<file path="config.mk">
export PLATFORM = sky130hd
export DESIGN_NAME = ceiling_expand
export DESIGN_NICKNAME = d
export VERILOG_FILES = /design/src/rtl/ceiling_expand_pkg.sv /design/src/rtl/ceiling_expand_stage.sv /design/src/rtl/ceiling_expand.sv
export SDC_FILE = /design/constraint.sdc
export NUM_CORES = 1
export LEC_CHECK = 0
export CAP_MARGIN = 20
export CORE_MARGIN = 4
export CORE_UTILIZATION = 42
export CTS_CLUSTER_DIAMETER = 100
export DETAILED_ROUTE_END_ITERATION = 8
export PLACE_DENSITY = 0.81
export SYNTH_ARGS = -nofsm -noshare
export SYNTH_HDL_FRONTEND = slang
export SYNTH_SLANG_ARGS = --single-unit
</file>
<file path="constraint.sdc">
create_clock -name clock -period 1.75 [get_ports clock]
set_input_delay 0.35 -clock clock [delete_from_list [all_inputs] [get_ports clock]]
set_output_delay 0.35 -clock clock [all_outputs]
set_load 0.05 [all_outputs]
</file>
<file path="src/rtl/ceiling_expand_pkg.sv">
// Shared definitions for the ceiling expand path: pad/saturation mode names,
// low-pad width derivation and the reference code-to-word expansion.
package ceiling_expand_pkg;

  localparam string PAD_ZERO = "ZERO";
  localparam string PAD_HALF = "HALF";
  localparam string SAT_ON   = "TRUE";
  localparam string SAT_OFF  = "FALSE";

  // Words are built in a 64-bit scratch value, so DSIZE is limited to 63.
  localparam int MAX_DSIZE = 63;

  function automatic int lsize_of(input int dsize, input int csize, input int osize);
    return dsize - csize - osize;
  endfunction

  function automatic bit cfg_ok(input int dsize, input int csize, input int osize,
                                input bit pad_half);
    return (dsize <= MAX_DSIZE) && (osize >= 1) && (csize >= 0) && (csize < dsize) &&
           (osize <= dsize - csize) && (!pad_half || (lsize_of(dsize, csize, osize) >= 1));
  endfunction

  // Rebuild a wide word from a narrow code: zero MSB field, code, then low pad.
  // An all-ones code optionally decodes to full scale.
  function automatic logic [63:0] expand_word(input logic [63:0] code, input int dsize,
                                              input int csize, input int osize,
                                              input bit sat_decode, input bit pad_half);
    logic [63:0] mask;
    logic [63:0] word;
    int          lsize;
    lsize = lsize_of(dsize, csize, osize);
    mask  = (64'd1 << osize) - 64'd1;
    word  = 64'd0;
    if (cfg_ok(dsize, csize, osize, pad_half)) begin
      if (((code & mask) == mask) && sat_decode) begin
        word = (64'd1 << dsize) - 64'd1;
      end else begin
        word = (code & mask) << lsize;
        if (pad_half) word = word | (64'd1 << (lsize - 1));
      end
    end
    return word;
  endfunction

endpackage

</file>
<file path="src/rtl/ceiling_expand_stage.sv">
// One-entry valid/ready register slice; loads whenever it is empty or its
// content is being taken downstream in the same cycle.
module ceiling_expand_stage #(
  parameter int W = 17
) (
  input  logic         clock,
  input  logic         rst,
  input  logic         in_valid,
  output logic         in_ready,
  input  logic [W-1:0] in_data,
  output logic         out_valid,
  input  logic         out_ready,
  output logic [W-1:0] out_data
);

  assign in_ready = !out_valid || out_ready;

  // Slice register: advance on ready, clear on reset.
  always_ff @(posedge clock) begin
    if (rst) begin
      out_valid <= 1'b0;
      out_data  <= '0;
    end else if (in_ready) begin
      out_valid <= in_valid;
      if (in_valid) out_data <= in_data;
    end
  end

endmodule

</file>
<file path="src/rtl/ceiling_expand.sv">
// Expands an OSIZE narrow code back into a DSIZE word through a two-stage
// valid/ready pipeline and counts accepted saturated (all-ones) codes.
module ceiling_expand
  import ceiling_expand_pkg::*;
#(
  parameter int    DSIZE      = 16,
  parameter int    CSIZE      = 4,
  parameter int    OSIZE      = 8,
  parameter string PAD_MODE   = "ZERO",
  parameter string SAT_DECODE = "TRUE",
  parameter int    CNT_SIZE   = 16
) (
  input  logic                clock,
  input  logic                rst,
  input  logic                in_valid,
  output logic                in_ready,
  input  logic [OSIZE-1:0]    indata,
  output logic                out_valid,
  input  logic                out_ready,
  output logic [DSIZE-1:0]    outdata,
  output logic                out_sat,
  input  logic                clr_count,
  output logic [CNT_SIZE-1:0] sat_count
);

  localparam bit PAD_IS_HALF = (PAD_MODE == PAD_HALF);
  localparam bit SAT_IS_ON   = (SAT_DECODE == SAT_ON);
  localparam bit CFG_OK      = cfg_ok(DSIZE, CSIZE, OSIZE, PAD_IS_HALF);
  localparam logic [CNT_SIZE-1:0] CNT_MAX = '1;

  if (!CFG_OK) begin : g_bad_cfg
    $warning("ceiling_expand: invalid DSIZE/CSIZE/OSIZE/PAD_MODE combination, outdata held at 0");
  end

  logic             sat_p0;
  logic [DSIZE-1:0] word_p0;
  logic             vld_p1;
  logic             s2_ready;
  logic [DSIZE:0]   pay_p1;
  logic [DSIZE:0]   pay_p2;

  assign sat_p0  = &indata;
  assign word_p0 = CFG_OK ? DSIZE'(expand_word(64'(indata), DSIZE, CSIZE, OSIZE,
                                               SAT_IS_ON, PAD_IS_HALF)) : '0;

  // ---- stage 1: expanded word + sat flag ----
  ceiling_expand_stage #(.W(DSIZE + 1)) u_stage1 (
    .clock     (clock),
    .rst       (rst),
    .in_valid  (in_valid),
    .in_ready  (in_ready),
    .in_data   ({sat_p0, word_p0}),
    .out_valid (vld_p1),
    .out_ready (s2_ready),
    .out_data  (pay_p1)
  );

  // ---- stage 2: output register ----
  ceiling_expand_stage #(.W(DSIZE + 1)) u_stage2 (
    .clock     (clock),
    .rst       (rst),
    .in_valid  (vld_p1),
    .in_ready  (s2_ready),
    .in_data   (pay_p1),
    .out_valid (out_valid),
    .out_ready (out_ready),
    .out_data  (pay_p2)
  );

  assign out_sat = pay_p2[DSIZE];
  assign outdata = pay_p2[DSIZE-1:0];

  logic sat_acc;
  assign sat_acc = in_valid && in_ready && sat_p0;

  // Saturation event counter: clear wins over the old value, a same-cycle
  // saturated accept still counts, and the count sticks at all-ones.
  always_ff @(posedge clock) begin
    if (rst) begin
      sat_count <= '0;
    end else if (clr_count) begin
      sat_count <= sat_acc ? CNT_SIZE'(1) : '0;
    end else if (sat_acc && (sat_count != CNT_MAX)) begin
      sat_count <= sat_count + CNT_SIZE'(1);
    end
  end

endmodule

</file>
==> tab_implementation.tex <==
\begin{tabular}{lr}
\hline
Metric & Value \\
\hline
\multicolumn{2}{l}{\textbf{Power and ir drop}} \\
\quad Static leakage & slightly below 0.001 uW \\
\quad VDD IR max & 406 uV \\
\quad Power per unit of standard cell area & about 630 nW/um\^{}2 \\
\multicolumn{2}{l}{\textbf{Finish}} \\
\quad Net count, final & 253 \\
\quad Antenna diode count & 0 \\
\quad Layout Cell Area excl Fill & 2480 um\^{}2 \\
\quad Area Growth Syn to Fin & 51.1\% \\
\quad Fraction of final layout cells with drive strength greater than 1 & 40.4\% \\
\quad Utilization after layout & about two thirds \\
\quad FILL cells & 299 \\
\multicolumn{2}{l}{\textbf{Placement}} \\
\quad Detailed Place HPWL & 2.79 mm \\
\quad Placer Congestion & approximately 0.8 \\
\quad Post-Place Cell Area & 2270 um\^{}2 \\
\quad Count of port buffers added during placement & 47 \\
\quad Worst-case setup slack after placement & -0.628 ns \\
\multicolumn{2}{l}{\textbf{STA}} \\
\quad Total count of max-transition violations in the final report & 0 \\
\quad Setup violation total in the final timing report & 2 \\
\quad Sum of negative setup slack & -0.0614 ns \\
\quad Fin crit share & 103\% \\
\quad RSZ-0062 raised after global routing & yes \\
\quad Final number of hold-violating endpoints & 0 \\
\quad Tightest Pin Transition & 0.353 ns \\
\quad Min Hold Slack & 0.455 ns \\
\quad Worst-case clock skew & roughly 0.012 ns \\
\quad Relative slew slack & 76.3\% \\
\quad Worst setup margin & -0.0591 ns \\
\quad Post-route minimum period & 1.81 ns \\
\quad Peak Freq & about 0.55 GHz \\
\multicolumn{2}{l}{\textbf{Clocking}} \\
\quad CTS Hold Bufs & 0 \\
\quad Num CTS Buffers & 5 \\
\quad Root buffer cell & sky130\_fd\_sc\_hd\_\_clkbuf\_8 \\
\quad Clock-pin slew on the worst setup and hold paths & 0.08 ns \\
\quad CTS H-tree lvls & 2 \\
\quad Total number of clock tree sinks & 36 \\
\quad Worst-skew pair later-pin latency & roughly 0.3 ns \\
\quad CTS tree & done \\
\quad CTS Buffer Depth & 2 \\
\multicolumn{2}{l}{\textbf{Worst setup path}} \\
\quad Dominant delay contributor by cell family on the critical path & simple AND/OR/NAND/NOR gates \\
\quad Data arrival time at the worst-slack endpoint & 2.04 ns \\
\quad Delay of the slowest cell on the worst path & between 0.5 and 0.6 ns \\
\quad Critical path required time & 1.98 ns \\
\quad Nature of the critical path startpoint & flop \\
\quad Worst-path cell chain & nand3b\_1, or4b\_4, buf\_8, or4b\_1, a21oi\_1 \\
\quad Critical Path Slowest Stage Cell & sky130\_fd\_sc\_hd\_\_or4b\_4 \\
\quad Setup crit end kind & flop \\
\quad CP Buf/Inv Count & 1 \\
\quad Worst-path fanout max & 7 \\
\quad Start-to-end type of the worst setup path & flop to flop \\
\multicolumn{2}{l}{\textbf{Die}} \\
\quad Top Ports & between 40 and 50 \\
\quad Placeable Area & 3720 um\^{}2 \\
\quad Starting utilization of the core area & 44.1\% \\
\quad Total Die Area & 4970 um\^{}2 \\
\quad Horiz. Die Dim & 70.5 um \\
\quad \# rows & 22 \\
\quad Die Span Y & 70.5 um \\
\multicolumn{2}{l}{\textbf{Synthesis}} \\
\quad Number of nets in the synthesized netlist & between 150 and 200 \\
\quad Async set or reset register ratio after synthesis & 0\% \\
\quad Count of yosys warnings during synthesis & 0 \\
\quad Flop and latch count out of synthesis & 36 \\
\quad Average cell area after synthesis & approximately 8.9 um\^{}2 \\
\quad Post-synth EDFFs & 0 \\
\quad Most used DFF post-synth & sky130\_fd\_sc\_hd\_\_dfxtp\_1 \\
\quad Seq/Total Area, Yosys & 43.9\% \\
\quad Instance count of the mapped netlist & 185 \\
\quad Unique cell type count in the Yosys netlist & 33 \\
\quad Mapped Area & between 1500 and 2000 um\^{}2 \\
\multicolumn{2}{l}{\textbf{Flow run}} \\
\quad Max cap viols & 0 \\
\multicolumn{2}{l}{\textbf{Global routing}} \\
\quad Sum of overflow across all layers after global routing & 0 \\
\quad Pin count of the biggest net entering global routing & 21 \\
\quad Global Route Usage Sum & between 10\% and 20\% \\
\quad Antenna violations before repair & 0 \\
\quad First-pass GRT wire length & roughly 6.5 mm \\
\quad Number of global-route vias before repair & between 1000 and 1500 \\
\multicolumn{2}{l}{\textbf{Routing}} \\
\quad Count of unresolved DRC violations after routing & 0 \\
\quad Number of violations reported at the end of detailed-routing iteration 0 & 72 \\
\quad Via count of the routed design & roughly 1500 \\
\quad Detailed-route wire length & just over 4 mm \\
\quad Number of nets still failing antenna checks after routing & 0 \\
\quad Vias per Instance & 5.22 \\
\quad Average routed wire per standard cell & 14.2 um \\
\quad First-pass iteration count of the detailed router & 6 \\
\multicolumn{2}{l}{\textbf{Min path}} \\
\quad Classification of the worst-slack hold path & flop to flop \\
\multicolumn{2}{l}{\textbf{Outcome}} \\
\quad Result of the run & finished, violations left \\
\quad Failing checks & setup timing \\
\hline
\end{tabular}
logic make-up (layout without fill, tap and decap cells):
kind of cell             Yosys count  in the layout  share of synthesized area (%)
adder cells (fa/ha/maj)            1              1                          0.763
flip-flops                        36             36                           43.9
buffers and inverters             24             79                           9.00
AND/OR/NAND/NOR                   81             81                           27.2
AO/OA/AOI/OAI                     24             24                           8.31
XOR/XNOR                          10             10                           5.34
multiplexers                       9              9                           5.49
worst register-to-register path, cell delays in order (launching register included):
cell and delay, ns:
sky130_fd_sc_hd__dfxtp_4 0.34, sky130_fd_sc_hd__nand3b_1 0.10, sky130_fd_sc_hd__or4b_4 0.52, sky130_fd_sc_hd__buf_8 0.17
sky130_fd_sc_hd__or4b_1 0.47, sky130_fd_sc_hd__a21oi_1 0.14
metrics by stage:
step / power [uW] / std cells
finish: 1560 / 288
global route: 1610 / 288
CTS: 1560 / 287
detailed placement: 985 / 278
global placement: 982 / 278
floorplan: 922 / 185
cell usage after synthesis, types with 3 or more instances:
cell                       instances  area, um^2
sky130_fd_sc_hd__nand2_1          14        52.6
sky130_fd_sc_hd__nand4_1           7        43.8
sky130_fd_sc_hd__inv_1             5        18.8
sky130_fd_sc_hd__o21ai_0           3        15.0
sky130_fd_sc_hd__clkbuf_1          5        18.8
sky130_fd_sc_hd__nand3_1          16        80.1
sky130_fd_sc_hd__dfxtp_1          36         721
sky130_fd_sc_hd__xnor2_1          10        87.6
sky130_fd_sc_hd__buf_4             8        60.1
sky130_fd_sc_hd__nor2_1           24        90.1
sky130_fd_sc_hd__a21oi_1          16        80.1
sky130_fd_sc_hd__mux2i_1           9        90.1
sky130_fd_sc_hd__nor3_1            3        15.0
sky130_fd_sc_hd__nor4_1            4        25.0
report_power, final:
part / internal, uW / switching (uW) / total [uW]
sequential: 823 / 8.84 / 832
combinational: 53.9 / 72.5 / 126
clock: 277 / 320 / 598
total: 1150 / 402 / 1560
metal layers:
layer | global-route usage [%] | vias up | wire length (um) | share of wire [%]
li1 | - | 747 | - | -
met1 | 18.9 | 709 | 1750 | 43
met2 | 26.7 | 37 | 2070 | 50
met3 | 5.04 | 9 | 179 | 4.4
met4 | 10.2 | 0 | 101 | 2.5
met5 | 0 | - | 0 | 0
registers in the layout (all words and copies together), names as in the netlist:
name and count:
u_stage2.out_valid 1, u_stage2.out_data 9, u_stage1.out_valid 1, sat_count 16
u_stage1.out_data 9
layout by cell type, fill, tap and decap left out, drive strengths merged, types with 3 or more instances in the layout:
cell type | synthesis | layout
a21oi | 16 | 16
nand4 | 7 | 7
nor4 | 7 | 7
mux2i | 9 | 9
nor2 | 24 | 24
clkbuf | 5 | 5
nor3 | 3 | 3
buf | 13 | 53
o21ai | 3 | 3
nand3 | 16 | 16
dlygate4sd2 | 0 | 10
clkinv | 0 | 3
nand2 | 14 | 14
inv | 6 | 6
dfxtp | 36 | 36
xnor2 | 10 | 10
area by class of cell:
cell class                      count  area, um^2  area share, %
Timing Repair Buffer               65         673           27.2
Clock inverter                      3        18.8          0.757
Sequential cell                    36         764           30.8
Clock buffer                        5        68.8           2.78
Inverter                            6        22.5          0.909
Multi-Input combinational cell    125         871           35.1
Tap cell                           48        60.1           2.42
timing repair:
item / CTS / global route
buffers inserted: 0 / 1
resized for setup: 20 / 12
gates cloned: 1 / 0
pin swaps: 9 / 8
setup endpoints to repair: 16 / 14
worst paths after layout:
path | from | to | slack [ns] | cells after the start
max | u_stage2.out_valid$_SDFFE_PP0P_ | sat_count[8]$_SDFFE_PP0P_ | -0.06 | 5
min | u_stage1.out_data[5]$_SDFFE_PP0P_ | u_stage1.out_data[5]$_SDFFE_PP0P_ | 0.46 | 2
max reg2reg | u_stage2.out_valid$_SDFFE_PP0P_ | sat_count[8]$_SDFFE_PP0P_ | -0.06 | 5
min reg2reg | u_stage1.out_data[5]$_SDFFE_PP0P_ | u_stage1.out_data[5]$_SDFFE_PP0P_ | 0.46 | 2
Note: power is estimated with default switching activity, not from simulation.
